File: src/rtl/mdu.sv
// Iterative multiply/divide execution unit on the conveyor dispatch bus.
// Claims one ready MUL/MULHU/DIVU/REMU slot, iterates 32 cycles, writes back if the slot is unchanged.
module mdu (
  input  logic         clk,
  input  logic         reset,
  input  logic [23:0]  reg_start_flat,
  input  logic [703:0] reg_out_flat,
  output logic [23:0]  stamp_flat,
  output logic [7:0]   stamp_in,
  output logic [39:0]  take_flat,
  output logic [7:0]   take_in,
  output logic [4:0]   reg_search_out12,
  input  logic [31:0]  reg_out12,
  output logic [4:0]   reg_search_out13,
  input  logic [31:0]  reg_out13,
  output logic [4:0]   reg_search_in12,
  output logic [31:0]  reg_in12,
  output logic         reg_in12_start
);

  localparam logic [5:0] OP_MUL    = 6'h20;
  localparam logic [5:0] OP_MULHU  = 6'h21;
  localparam logic [5:0] OP_DIVU   = 6'h22;
  localparam logic [5:0] OP_REMU   = 6'h23;
  localparam logic [2:0] ST_READY  = 3'd1;
  localparam logic [2:0] ST_ISSUED = 3'd2;
  localparam logic [2:0] ST_DONE   = 3'd3;

  typedef struct packed {
    logic [5:0]  op;
    logic [4:0]  rs;
    logic [4:0]  rt;
    logic [4:0]  rd;
    logic [31:0] imm;
    logic [31:0] addr;
    logic [2:0]  tag;
  } cmd_t;

  typedef enum logic [1:0] {S_IDLE, S_BUSY, S_WB} state_t;

  cmd_t [7:0]       slots;
  logic [7:0][2:0]  slot_state;
  logic [7:0][2:0]  stamp_arr;
  logic [7:0][4:0]  take_arr;

  assign slots      = reg_out_flat;
  assign slot_state = reg_start_flat;
  assign stamp_flat = stamp_arr;
  assign take_flat  = take_arr;

  state_t      state, state_next;
  logic [4:0]  cnt;
  logic [63:0] acc, acc_next;
  logic [31:0] opnd;
  logic [5:0]  op_q;
  logic [4:0]  rd_q;
  logic [2:0]  tag_q;
  logic [2:0]  idx_q;

  logic        cand_valid;
  logic [2:0]  cand_idx;
  logic        is_div;
  logic        wb_match;
  logic [32:0] add_sum;
  logic [33:0] diff;
  logic        unused_bits;

  // Lowest-numbered ready slot whose op is one of the four MDU opcodes.
  always_comb begin
    // NOTE: every always_comb output gets a default first so no path infers a latch.
    cand_valid = 1'b0;
    cand_idx   = 3'd0;
    for (int k = 7; k >= 0; k--) begin
      if (slot_state[k] == ST_READY && slots[k].op >= OP_MUL && slots[k].op <= OP_REMU) begin
        cand_valid = 1'b1;
        cand_idx   = 3'(k);
      end
    end
  end

  always_comb begin
    unused_bits = 1'b0;
    for (int k = 0; k < 8; k++) unused_bits = unused_bits ^ (^{slots[k].imm, slots[k].addr});
  end

  // DIVU/REMU have op bit 1 set; MULHU/REMU (bit 0) take the upper accumulator half.
  assign is_div   = op_q[1];
  assign wb_match = (slots[idx_q].op == op_q) && (slots[idx_q].tag == tag_q);

  // One iteration. Multiply: acc = {hi, multiplier}, add multiplicand into hi, shift right.
  // Divide: acc = {remainder, dividend}, restoring step shifts quotient bits into the low half.
  // With a zero divisor every trial subtract succeeds, yielding all-ones quotient and rs as remainder.
  always_comb begin
    add_sum = {1'b0, acc[63:32]} + {1'b0, (acc[0] ? opnd : 32'd0)};
    diff    = {1'b0, acc[63:31]} - {2'b00, opnd};
    if (is_div) begin
      acc_next = diff[33] ? {acc[62:0], 1'b0} : {diff[31:0], acc[30:0], 1'b1};
    end else begin
      acc_next = {add_sum, acc[31:1]};
    end
  end

  always_ff @(posedge clk or posedge reset) begin
    // NOTE: sequential state uses non-blocking assignments so every register samples pre-edge values.
    if (reset) state <= S_IDLE;
    else       state <= state_next;
  end

  always_comb begin
    state_next = state;
    case (state)
      S_IDLE:  if (cand_valid) state_next = S_BUSY;
      S_BUSY:  if (cnt == 5'd31) state_next = S_WB;
      S_WB:    state_next = S_IDLE;
      default: state_next = S_IDLE;
    endcase
  end

  always_ff @(posedge clk or posedge reset) begin
    if (reset) begin
      cnt   <= '0;
      acc   <= '0;
      opnd  <= '0;
      op_q  <= '0;
      rd_q  <= '0;
      tag_q <= '0;
      idx_q <= '0;
    end else begin
      case (state)
        S_IDLE: if (cand_valid) begin
          cnt   <= '0;
          op_q  <= slots[cand_idx].op;
          rd_q  <= slots[cand_idx].rd;
          tag_q <= slots[cand_idx].tag;
          idx_q <= cand_idx;
          if (slots[cand_idx].op[1]) begin
            opnd <= reg_out13;
            acc  <= {32'd0, reg_out12};
          end else begin
            opnd <= reg_out12;
            acc  <= {32'd0, reg_out13};
          end
        end
        S_BUSY: begin
          cnt <= cnt + 5'd1;
          acc <= acc_next;
        end
        default: ;
      endcase
    end
  end

  always_comb begin
    stamp_arr        = '0;
    stamp_in         = '0;
    take_arr         = '0;
    take_in          = '0;
    reg_search_out12 = '0;
    reg_search_out13 = '0;
    reg_search_in12  = '0;
    reg_in12         = '0;
    reg_in12_start   = 1'b0;
    case (state)
      S_IDLE: if (cand_valid && !reset) begin
        reg_search_out12 = slots[cand_idx].rs;
        reg_search_out13 = slots[cand_idx].rt;
      end
      S_BUSY: if (cnt == 5'd0) begin
        stamp_in[idx_q]  = 1'b1;
        stamp_arr[idx_q] = ST_ISSUED;
        take_in[idx_q]   = 1'b1;
        take_arr[idx_q]  = rd_q;
      end
      S_WB: if (wb_match) begin
        reg_in12_start   = 1'b1;
        reg_search_in12  = rd_q;
        reg_in12         = op_q[0] ? acc[63:32] : acc[31:0];
        stamp_in[idx_q]  = 1'b1;
        stamp_arr[idx_q] = ST_DONE;
      end
      default: ;
    endcase
  end

endmodule

File: config.mk
export PLATFORM = sky130hd
export DESIGN_NAME = mdu
export DESIGN_NICKNAME = d
export VERILOG_FILES = /design/src/rtl/mdu.sv
export SDC_FILE = /design/constraint.sdc
export NUM_CORES = 1
export LEC_CHECK = 0
export CAP_MARGIN = 20
export CELL_PAD_IN_SITES_DETAIL_PLACEMENT = 1
export CELL_PAD_IN_SITES_GLOBAL_PLACEMENT = 1
export CORE_AREA = 3 3 357 359
export DETAILED_ROUTE_END_ITERATION = 16
export DIE_AREA = 0 0 360 362
export PLACE_DENSITY_LB_ADDON = 0.1
export SLEW_MARGIN = 20
export SYNTH_ARGS = -nofsm -noshare
export SYNTH_HDL_FRONTEND = slang
export SYNTH_SLANG_ARGS = --single-unit
File: constraint.sdc
create_clock -name clk -period 22.4 [get_ports clk]
set_clock_uncertainty 0.15 [all_clocks]
set_input_delay 6.72 -clock clk [delete_from_list [all_inputs] [get_ports clk]]
set_output_delay 6.72 -clock clk [all_outputs]
set_load 0.05 [all_outputs]
==> metrics.cfg <==
[outcome]
outcome=completed

[placement]
gp_congestion=0.763
numPortBuffers=401
hpwl_um=75400

[clock_tree]
clockRootBuffer=clkbuf_16
cts_tree=built
clkLatencyLatePin_ps=480
path_clk_slew_ps=60
postCtsSetupBuffers=0
cts_sinks=120
cts_resized=0
ctsHoldBuffers=0
cts.path.max_buffers=2
h-tree-depth=4
cts_buffers=17

[logic_synthesis]
netlist_area_sq_um=13300
syn_area_per_cell_sq_um=7.72
yosysSeqAreaShare_pct=22.5
synth_top_area_share_pct=22.5
synth_top_cell_by_area=dfrtp_1
synth_edf_count=0
ys_types=78
postSynthCellCount=1728
synth_warnings=0
synth_ff_type=dfrtp_1
ys_seq_elements=120
yosys-top-cells-area=dfrtp_1, mux2i_1, ha_1
async_reset_ff_share_pct=100

[sta]
slew_viol_final=0
tns_ps=0
hold_viol=0
finalCritPeriodShare_pct=83.0
tightest_slew_ps=1050
finalSetupViolCount=0
period_minus_slack_ps=18590
slew_headroom_pct=29.8
clock.fmax_ghz=0.0538
rsz0062_at_grt=false

[grt]
globalRoute.totalOverflow=0
grt_use_met1_pct=17.9
grt_pass1_wl_um=128000
grt_max_degree=75
grt_util_met2_pct=23.9
grt_pass1_vias=15562
antenna_found_initial=54
grt_busiest_layer=met2
grtUsageTotal_pct=14.0
grt_util_met3_pct=3.00

[power]
vdd_drop_max_v=0.0000647
total_power_mw=2.19
powerDensity_nw_per_um2=111
p_leak_nw=7.58

[flow_run]
drv_cap=0

[route]
wl_per_cell_um=25.0
drt_wl_total_um=92900
drc=0
drtIter0Drc=576
ant_nets=0
drt_first_pass_iters=5
vias=14559
routed_via_density=3.92

[final_layout]
nets=2916
fill_cells=14610
syn2layout_area_growth_pct=48.3
drive_gt1_share_pct=5.33

[setup_path]
crit_path_end_kind=primary output
crit_fanout=74
arrival_ps=11720
critPathKind=in -> out
start_kind=primary input
required_ps=15530

[die]
die_h_um=362
initial_core_util_pct=10.7
core_region_area_sq_um=124000
num_rows=129
io_pins=922
fp.dieArea_sq_um=130000
die_w_um=360

[min_path]
hold_path_class=reg -> reg

==> layer usage <==
metal  share of wire [%]  wire length, um
met3                 4.5             4170
met5                0.15              135
met2                  48            44300
met4                 2.3             2120
met1                  45            42100
==> cell usage after synthesis, drive strengths merged, types with 4 or more instances <==
library cell    n
mux2i         207
nand2         202
a21oi         123
o21ai         121
dfrtp         120
nor2          116
clkbuf         89
nor3           84
ha             70
inv            62
and2           50
buf            49
nand3          37
xnor2          35
a211oi         33
a21o           31
nor4           27
o211ai         23
a31oi          22
a22o           18
xor2           18
nor2b          15
o21a           15
a311o          12
nand2b         12
o22ai          12
nand4          11
and3           10
a22oi           9
o31ai           9
mux4            7
mux2            6
or2             6
clkinv          5
or3             5
a21boi          4
o21bai          4
==> cells by family (layout without fill, tap and decap cells) <==
| logic type | Yosys count | after routing | share of synthesized area [%] |
|---|---|---|---|
| AO/OA/AOI/OAI | 466 | 466 | 22.3 |
| XOR/XNOR | 53 | 53 | 3.48 |
| adder cells (fa/ha/maj) | 72 | 72 | 6.87 |
| buffers and inverters | 205 | 533 | 6.58 |
| flip-flops | 120 | 120 | 22.5 |
| multiplexers | 220 | 220 | 17.2 |
| other | 1 | 20 | 0.0281 |
| AND/OR/NAND/NOR | 591 | 591 | 21.0 |
==> worst max-delay path, cell delays in order <==
cell	delay [ps]
clkdlybuf4s50_1	400
nor2_1	570
nand3_1	190
nor4_1	700
nor2_1	360
a21oi_4	230
buf_12	350
nand2_1	120
a311o_1	370
a21oi_1	640
clkdlybuf4s50_1	940
==> registers in the layout (all words and copies together) (netlist names) <==
signal,cells
acc,64
opnd,32
op_q,6
cnt,5
rd_q,5
idx_q,3
tag_q,3
state,2
==> per-stage QoR <==
step | setup slack [ps] | util (%) | hold WS, ps | cell area [sq um] | std cells
6_report | 3810 | 15.9 | 342 | 19800 | 3712
5_1_grt | 3610 | 15.9 | 358 | 19800 | 3704
4_1_cts | 3640 | 15.9 | 346 | 19700 | 3700
3_5_place_dp | 3640 | 15.4 | 330 | 19100 | 3668
3_3_place_gp | 3610 | 15.4 | 322 | 19100 | 3668
2_1_floorplan | 4570 | - | 311 | 13400 | 1735
==> worst paths after layout <==
| check | startpoint | endpoint | slack, ps | cells past startpoint |
|---|---|---|---|---|
| hold / removal | op_q[5]$_DFFE_PP0P_ | op_q[5]$_DFFE_PP0P_ | 340 | 1 |
| max in group asynchronous | reset | acc[0]$_DFFE_PP0P_ | 14420 | 3 |
| min in group asynchronous | reset | idx_q[2]$_DFFE_PP0P_ | 6440 | 2 |
| setup / recovery | reg_start_flat[7] | reg_search_out12[0] | 3810 | 11 |
| setup reg to reg | acc[0]$_DFFE_PP0P_ | acc[63]$_DFFE_PP0P_ | 17710 | 15 |
| hold reg to reg | op_q[5]$_DFFE_PP0P_ | op_q[5]$_DFFE_PP0P_ | 340 | 1 |
==> layout by cell type, fill, tap and decap left out, types with 6 or more instances in the layout <==
| cell | instances |
|---|---|
| nand3_1 | 36 |
| mux2i_1 | 206 |
| and3_1 | 10 |
| inv_1 | 60 |
| clkinvlp_4 | 7 |
| a22o_1 | 18 |
| ha_1 | 70 |
| nand2_1 | 201 |
| a211oi_1 | 33 |
| a311o_1 | 12 |
| clkdlybuf4s50_1 | 401 |
| nor2b_1 | 15 |
| xor2_1 | 18 |
| a22oi_1 | 9 |
| o31ai_1 | 9 |
| a21o_1 | 30 |
| a31oi_1 | 22 |
| clkbuf_16 | 17 |
| buf_4 | 32 |
| nor2_1 | 116 |
| conb_1 | 8 |
| and2_1 | 49 |
| o21ai_1 | 27 |
| xnor2_1 | 35 |
| or2_2 | 6 |
| nor3_1 | 82 |
| o211ai_1 | 23 |
| o22ai_1 | 12 |
| o21ai_0 | 91 |
| diode_2 | 12 |
| o21a_1 | 15 |
| nand4_1 | 11 |
| a21oi_1 | 121 |
| nand2b_1 | 12 |
| mux4_2 | 7 |
| nor4_1 | 26 |
| dfrtp_1 | 115 |
==> cell type report <==
cell class,count,area [sq um],share of cell area [%]
Multi-Input combinational cell,1410,9570,48.4
Timing Repair Buffer,434,4270,21.6
Sequential cell,120,3010,15.2
Tap cell,1637,2050,10.4
Clock buffer,18,439,2.22
Inverter,67,254,1.28
Clock inverter,14,153,0.772
Antenna cell,12,30.0,0.152
==> report_power, final <==
part           switching [mW]  internal, mW  total [mW]
combinational           0.880         0.564        1.44
clock                   0.127         0.166       0.293
sequential              0.148         0.309       0.457
total                    1.15          1.04        2.19
Power figures use the tool's default switching activity.
